<file path="config.mk">
export PLATFORM = sky130hd
export DESIGN_NAME = mrd_gather_rdx
export DESIGN_NICKNAME = d
export VERILOG_FILES = /design/src/rtl/mrd_gather_rdx.sv
export SDC_FILE = /design/constraint.sdc
export NUM_CORES = 1
export LEC_CHECK = 0
export CORE_UTILIZATION = 48
export DETAILED_ROUTE_END_ITERATION = 6
export PLACE_DENSITY = 0.76
export SLEW_MARGIN = 20
export SYNTH_ARGS = -nofsm -noshare
export SYNTH_HDL_FRONTEND = slang
export SYNTH_SLANG_ARGS = --single-unit
</file>
<file path="constraint.sdc">
create_clock -name clk -period 2.2 [get_ports clk]
set_input_delay 0.44 -clock clk [delete_from_list [all_inputs] [get_ports clk]]
set_output_delay 0.44 -clock clk [all_outputs]
set_load 0.05 [all_outputs]
</file>
<file path="src/rtl/mrd_gather_rdx.sv">
// Serial-to-parallel gather for a radix-2..5 butterfly.
// Collects R complex samples starting at a sop beat, emits them as one
// parallel group together with the group's block exponent and its headroom
// (minimum sign-bit redundancy, saturated to 3). Broken or illegal groups
// raise a one-cycle err pulse and are discarded.
//
// state   | meaning
// ST_IDLE | no group open, waiting for a sop beat
// ST_FILL | group open, r_cnt samples (1..R-1) already accepted
module mrd_gather_rdx (
  input  logic               clk,
  input  logic               rst_n,
  input  logic [2:0]         radix,
  input  logic               in_val,
  input  logic               sop,
  input  logic signed [17:0] din_real,
  input  logic signed [17:0] din_imag,
  input  logic [3:0]         exp_in,
  output logic               out_val,
  output logic signed [17:0] dout_real [0:4],
  output logic signed [17:0] dout_imag [0:4],
  output logic [1:0]         margin_out,
  output logic [3:0]         exp_out,
  output logic               err
);

  typedef enum logic {ST_IDLE, ST_FILL} state_t;

  state_t             r_state;
  logic [2:0]         r_cnt;
  logic [2:0]         r_rad;
  logic [3:0]         r_exp;
  logic [1:0]         r_marg;
  logic signed [17:0] r_buf_re [0:4];
  logic signed [17:0] r_buf_im [0:4];

  logic       w_legal;
  logic       w_sop_beat;
  logic       w_data_beat;
  logic       w_last;
  logic [1:0] w_red_re;
  logic [1:0] w_red_im;
  logic [1:0] w_red_smp;
  logic [1:0] w_marg_next;

  // Redundant sign bits below bit 17; only values up to 3 matter downstream.
  function automatic logic [1:0] red_sat(input logic signed [17:0] x);
    logic [1:0] r;
    if (x[16] != x[17])      r = 2'd0;
    else if (x[15] != x[17]) r = 2'd1;
    else if (x[14] != x[17]) r = 2'd2;
    else                     r = 2'd3;
    return r;
  endfunction

  // Beat qualification and running-minimum headroom of the incoming sample.
  always_comb begin
    w_legal     = (radix >= 3'd2) && (radix <= 3'd5);
    w_sop_beat  = in_val & sop;
    w_data_beat = in_val & ~sop & (r_state == ST_FILL);
    w_last      = w_data_beat && (r_cnt == (r_rad - 3'd1));
    w_red_re    = red_sat(din_real);
    w_red_im    = red_sat(din_imag);
    w_red_smp   = (w_red_re < w_red_im) ? w_red_re : w_red_im;
    w_marg_next = (r_marg < w_red_smp) ? r_marg : w_red_smp;
  end

  // Gather FSM with registered group outputs and error pulse.
  always_ff @(posedge clk) begin
    if (!rst_n) begin
      r_state    <= ST_IDLE;
      r_cnt      <= 3'd0;
      r_rad      <= 3'd0;
      r_exp      <= 4'd0;
      r_marg     <= 2'd0;
      out_val    <= 1'b0;
      err        <= 1'b0;
      margin_out <= 2'd0;
      exp_out    <= 4'd0;
      for (int k = 0; k < 5; k++) begin
        r_buf_re[k]  <= '0;
        r_buf_im[k]  <= '0;
        dout_real[k] <= '0;
        dout_imag[k] <= '0;
      end
    end else begin
      out_val <= 1'b0;
      err     <= 1'b0;
      if (w_sop_beat) begin
        // A sop always closes whatever was open; an open group is lost.
        if ((r_state == ST_FILL) || !w_legal) err <= 1'b1;
        if (w_legal) begin
          r_state <= ST_FILL;
          r_cnt   <= 3'd1;
          r_rad   <= radix;
          r_exp   <= exp_in;
          r_marg  <= w_red_smp;
          // Clearing the buffer here keeps unused lanes R..4 at zero.
          for (int k = 0; k < 5; k++) begin
            r_buf_re[k] <= (k == 0) ? din_real : '0;
            r_buf_im[k] <= (k == 0) ? din_imag : '0;
          end
        end else begin
          r_state <= ST_IDLE;
          r_cnt   <= 3'd0;
        end
      end else if (w_data_beat) begin
        for (int k = 0; k < 5; k++) begin
          if (3'(k) == r_cnt) begin
            r_buf_re[k] <= din_real;
            r_buf_im[k] <= din_imag;
          end
        end
        if (w_last) begin
          // Bypass the final sample straight into the output register.
          out_val    <= 1'b1;
          margin_out <= w_marg_next;
          exp_out    <= r_exp;
          for (int k = 0; k < 5; k++) begin
            dout_real[k] <= (3'(k) == r_cnt) ? din_real : r_buf_re[k];
            dout_imag[k] <= (3'(k) == r_cnt) ? din_imag : r_buf_im[k];
          end
          r_state <= ST_IDLE;
          r_cnt   <= 3'd0;
        end else begin
          r_cnt  <= r_cnt + 3'd1;
          r_marg <= w_marg_next;
        end
      end
    end
  end

endmodule

</file>
After elaboration in Yosys (flattened, before gate mapping)

Memories as Yosys holds them, arrays and structs flattened. A register that Yosys moved wholly into a read port is not among the register bits.
Index checks and enable logic that the tools add are counted.
W data, S select, Z words.

Memories kept: 2
Output and inout port bits: 188
Bits in read-only memories: 0
Memory bits (writable): 180
Bits in latches: 0
Bits in registers: 21

Memory list:

| name     | words | width | rd ports | clocked after memory_dff | write ports | RTL line | RTL |
|---|---|---|---|---|---|---|---|
| r_buf_im | 5     | 18    | 5        | 5                        | 5           | 35       | `logic signed [17:0] r_buf_im [0:4];` |
| r_buf_re | 5     | 18    | 5        | 5                        | 5           | 34       | `logic signed [17:0] r_buf_re [0:4];` |

Shifts and indexed selects: 0
$lt $le $gt $ge: 4
Reduce and logical (&&, ||, !) cells: 23
$add $sub $neg: 2
Equal/unequal tests: 13
Mux-type cells: 71
$mul: 0
Bitwise operators: 27
Div/mod/pow operators: 0

Operator list:

| operator              | number |
|---|---|
| $mux W18              | 20 |
| $mux W1               | 38 |
| $mux W2               | 10 |
| $or A1 B1 Y1          | 20 |
| $logic_not A1 Y1      | 11 |
| $mux W3               | 3 |
| $eq A2 B3 Y1 const A  | 2 |
| $ne A1 B1 Y1          | 6 |
| $reduce_and A2 Y1     | 3 |
| $reduce_and A3 Y1     | 2 |
| $lt A2 B2 Y1          | 2 |
| $ne A2 B2 Y1 const B  | 2 |
| $not A1 Y1            | 4 |
| $reduce_bool A2 Y1    | 2 |
| $add A3 B1 Y3 const B | 1 |
| $and A1 B1 Y1         | 3 |
| $eq A1 B3 Y1 const A  | 1 |
| $eq A3 B3 Y1          | 1 |
| $eq A3 B3 Y1 const A  | 1 |
| $ge A3 B2 Y1 const B  | 1 |
| $le A3 B3 Y1 const B  | 1 |
| $logic_not A3 Y1      | 1 |
| $reduce_or A3 Y1      | 1 |
| $sub A3 B1 Y3 const B | 1 |
| other kinds (2)       | 3 |

Depth between registers and ports, before layout

Word-level depth: 11
Gate-level depth with buffers: 10

Worst setup path before layout

OpenSTA, ideal clock, no wires.

Path type: input to register
Start: in din_imag[16]
End: reg r_marg[0]
Required time: 2084 ps
Arrival time: 2104 ps
Cell stages on the path: 8
Buffers on the path: 1
Setup slack: -20 ps
Cell sequence: clkbuf_1 or3_1 and2_1 ha_1 nor2_1 o32a_1 a211o_1 o211a_1

Word-level cells in the longest chain between the ends: 9

Ends and longest elaborated chain:

| item                 | RTL line | RTL |
|---|---|---|
| from (decl)          | 17       | `input logic signed [17:0] din_imag,` |
| $ne A1 B1 Y1 *       | 49       | `if (x[16] != x[17]) r = 2'd0;` |
| $mux W2 *            | 49       |  |
| $lt A2 B2 Y1         | 64       | `w_red_smp = (w_red_re < w_red_im) ? w_red_re : w_red_im;` |
| $mux W2 *            | 64       |  |
| $lt A2 B2 Y1         | 65       | `w_marg_next = (r_marg < w_red_smp) ? r_marg : w_red_smp;` |
| $mux W2              | 65       |  |
| $mux W2              | 114      | `if (w_last) begin` |
| $mux W2              | 107      | `end else if (w_data_beat) begin` |
| $mux W2 *            | 89       | `if (w_sop_beat) begin` |
| to (signal assigned) | 97       | `r_marg <= w_red_smp;` |
| to (signal assigned) | 127      | `r_marg <= w_marg_next;` |
| to (decl)            | 33       | `logic [1:0] r_marg;` |

Mark *: on every way between the ends. The rest lies on a longest branch, timed or not. The select of a mux whose other input is x is not followed.
A chain may end at the register's enable or synchronous reset.

Worst setup path after layout

Start: reg dout_real[43] in the netlist's numbering (read register of r_buf_re)
End: out dout_real[43] in the netlist's numbering

RTL lines:

| item        | RTL line | RTL |
|---|---|---|
| from (decl) | 20       | `output logic signed [17:0] dout_real [0:4],` |

No word-level cell between the ends.

==> flow_metrics.py <==
metrics = {
    "detailed_routing": {
        "route.detailed.drc": 0,
        "num_vias": 11804,
        "avgViaCountPerCell": 5.57,
        "avgRoutedWirePerCell_um": 19.5,
        "firstDrtPassIters": 6,
        "wirelength_mm": 41.3,
        "drt-initial-drc-count": 1136,
        "final_antenna_net_count": 0,
    },
    "layout": {
        "fin_util_pct": 64.5,
        "drive_above_1_share_pct": 15.5,
        "syn_to_final_growth_pct": 31.6,
        "nNetsFinal": 1756,
    },
    "logic_synthesis": {
        "synth_edf_count": 0,
        "netlist_instances": 1461,
        "syn_area_per_cell_um2": 9.99,
        "ys_types": 53,
        "syn_area_mm2": 0.0146,
        "async_flop_share_pct": 0,
        "syn-num-nets": 1518,
        "ys_ff_latch": 381,
        "yosys-top-cells-area": "dfxtp_1 52%, o21ai_0 6.3%, nor2_1 5.9%, nor3b_2 5.2%, o2bb2ai_1 5.2%",
        "ys_seq_area_share_pct": 52.3,
        "synth_area_leader_cell": "dfxtp_1",
        "synthFlopType": "dfxtp_1",
        "yosysTopAreaCellShare_pct": 52.3,
        "yosysMostFrequentCell": "dfxtp_1",
        "netlist_top_cells_count": "381 x dfxtp_1, 228 x nor2_1, 183 x o21ai_0, 90 x nand2_1, 86 x o2bb2ai_1",
        "yosys_warnings": 0,
    },
    "timing": {
        "worstMarginPinSlew_ps": 697,
        "slew_headroom_pct": 53.5,
        "fmax_mhz": 462,
        "finalHoldWorstSlack_ps": 270,
        "fin_setup_tns_ps": 0,
        "period_minus_slack_ps": 2160,
        "rsz0062_at_grt": "false",
        "period_share_pct": 98.4,
        "drv_slew": 0,
        "skew_ps": 13.9,
        "setup_viol": 0,
        "setup_ws_ps": 35.8,
        "hold_viol": 0,
    },
    "power_and_ir_drop": {
        "total_leakage_power_uw": 0.00767,
        "power.total_uw": 14500,
        "switchingPower_uw": 3130,
        "vdd_drop_max_uv": 457,
        "cellInternalPower_uw": 11400,
        "power.share.switching_pct": 21.6,
        "comb_power_share_pct": 4.5,
        "seq_power_share_pct": 47.9,
        "power_density_mw_per_mm2": 757,
        "pwr-share-clk_pct": 47.6,
    },
    "worst_setup_path": {
        "cpPeakStageDelay_ps": 820,
        "path_cells": "clkdlybuf4s50_1",
        "crit_path_end_kind": "primary output",
        "slowest_stage": "clkdlybuf4s50_1",
        "critPathKind": "reg2out",
        "crit_path_start_kind": "register",
        "cpLargestDelayFamily": "buffers and inverters",
        "worstPathArrival_ps": 1720,
        "crit_fanout": 2,
        "critPathRequiredTime_ps": 1760,
        "cp.buffers_inverters": 1,
    },
    "placement": {
        "dp_slack_ps": -409,
        "place_congestion": 0.854,
        "dp_hpwl_mm": 27.8,
        "port_buffers": 234,
    },
    "clocking": {
        "clkTransAtPathRegs_ps": 60,
        "clock_sinks": 381,
        "cts-htree-levels": 2,
        "numCtsBuffers": 39,
        "cts_tree": "built",
        "hold_buffers": 0,
        "clockBufferDepth": 3,
        "clk_latency_ps": 530,
        "cts-root-buf": "clkbuf_16",
    },
    "grt": {
        "grt_usage_pct": 26.1,
        "grt_pass1_wl_mm": 64.0,
        "grt_max_degree": 77,
        "overflow": 0,
        "antenna_found_initial": 3,
        "grt_pass1_vias": 11611,
    },
    "run_status": {
        "outcome": "complete, no violations",
    },
    "die": {
        "dieArea_mm2": 0.0311,
        "initial_core_util_pct": 49.0,
        "die_h_um": 176,
        "rows": 63,
        "core_mm2": 0.0298,
        "ios": 235,
        "die_w_um": 176,
    },
    "worst_hold_path": {
        "hp-class": "in2reg",
    },
    "flow_run": {
        "maxCapViolCount": 0,
    },
}
sequential cells by signal (all words and copies together) (netlist names):
register	count
r_rad	3
margin_out	2
r_buf_re	90
r_cnt	3
exp_out	4
dout_real	90
r_buf_im	90
r_exp	4
out_val	1
r_state	1
r_marg	2
err	1
dout_imag	90
final timing paths:
kind	from	endpoint	slack (ps)	cells after the start
worst max-delay path	dout_real[43]	dout_real[43]	40	1
worst min-delay path	rst_n	r_marg[0]	270	2
worst max register to register	r_rad[0]	dout_real[2]	90	8
worst min register to register	r_buf_im[3][11]	r_buf_im[3][11]	480	2
cells by family after synthesis:
kind of cell / synth area share (%)
DFF: 52.3
buffers and inverters: 4.83
and+or+nand+nor: 19.4
adders and majority gates: 0.857
AOI/OAI and AO/OA: 22.3
xor gates and xnor gates: 0.386
what timing repair did:
item,in CTS,in global routing
pin swaps,0,2
buffers inserted,0,0
endpoints found under the setup margin,3,73
cloned,0,1
gates resized for setup,3,8
through the flow:
step	area, um^2	std cells
5_1_grt	19200	2120
3_3_place_gp	17800	2047
2_1_floorplan	14600	1461
6_report	19200	2120
4_1_cts	19200	2116
3_5_place_dp	17800	2047
placed cells by master, fill, tap and decap left out, drive strengths merged, types with 6 or more instances in the layout:
master	synthesis	routed
a21boi	7	7
a22o	40	40
buf	63	99
clkbuf	70	55
clkdlybuf4s50	0	222
clkinv	0	6
dfxtp	381	381
ha	10	10
inv	8	10
nand2	91	91
nand2b	36	36
nor2	232	233
nor2b	8	8
nor3b	110	110
o211a	38	38
o21ai	184	184
o21ba	31	31
o2bb2ai	108	108
area by class of cell:
cell class,instances,area [um^2]
clock inverters,14,216
flip-flops and latches,381,7630
repair buffers,329,3390
fillers,2317,10600
clock buffers,55,1140
multi-input cells,940,6310
diodes,3,7.51
well taps,390,488
inverters,8,30.0
power groups by stage:
stage          clock network (uW)  logic, uW  registers, uW
2_1_floorplan                   0        303           7110
3_3_place_gp                    0        622           7120
3_5_place_dp                    0        630           7120
4_1_cts                      7010        632           6960
5_1_grt                      7300        683           6960
6_report                     6930        647           6960
metal layers:
metal	track usage [%]	routed length [um]	vias to the layer above
li1	-	-	5581
met2	40.7	19000	436
met3	5.66	3090	70
met5	0	0	-
met1	36.2	18400	5717
met4	7.44	879	0
No activity file was read; power rests on OpenSTA's default activity.
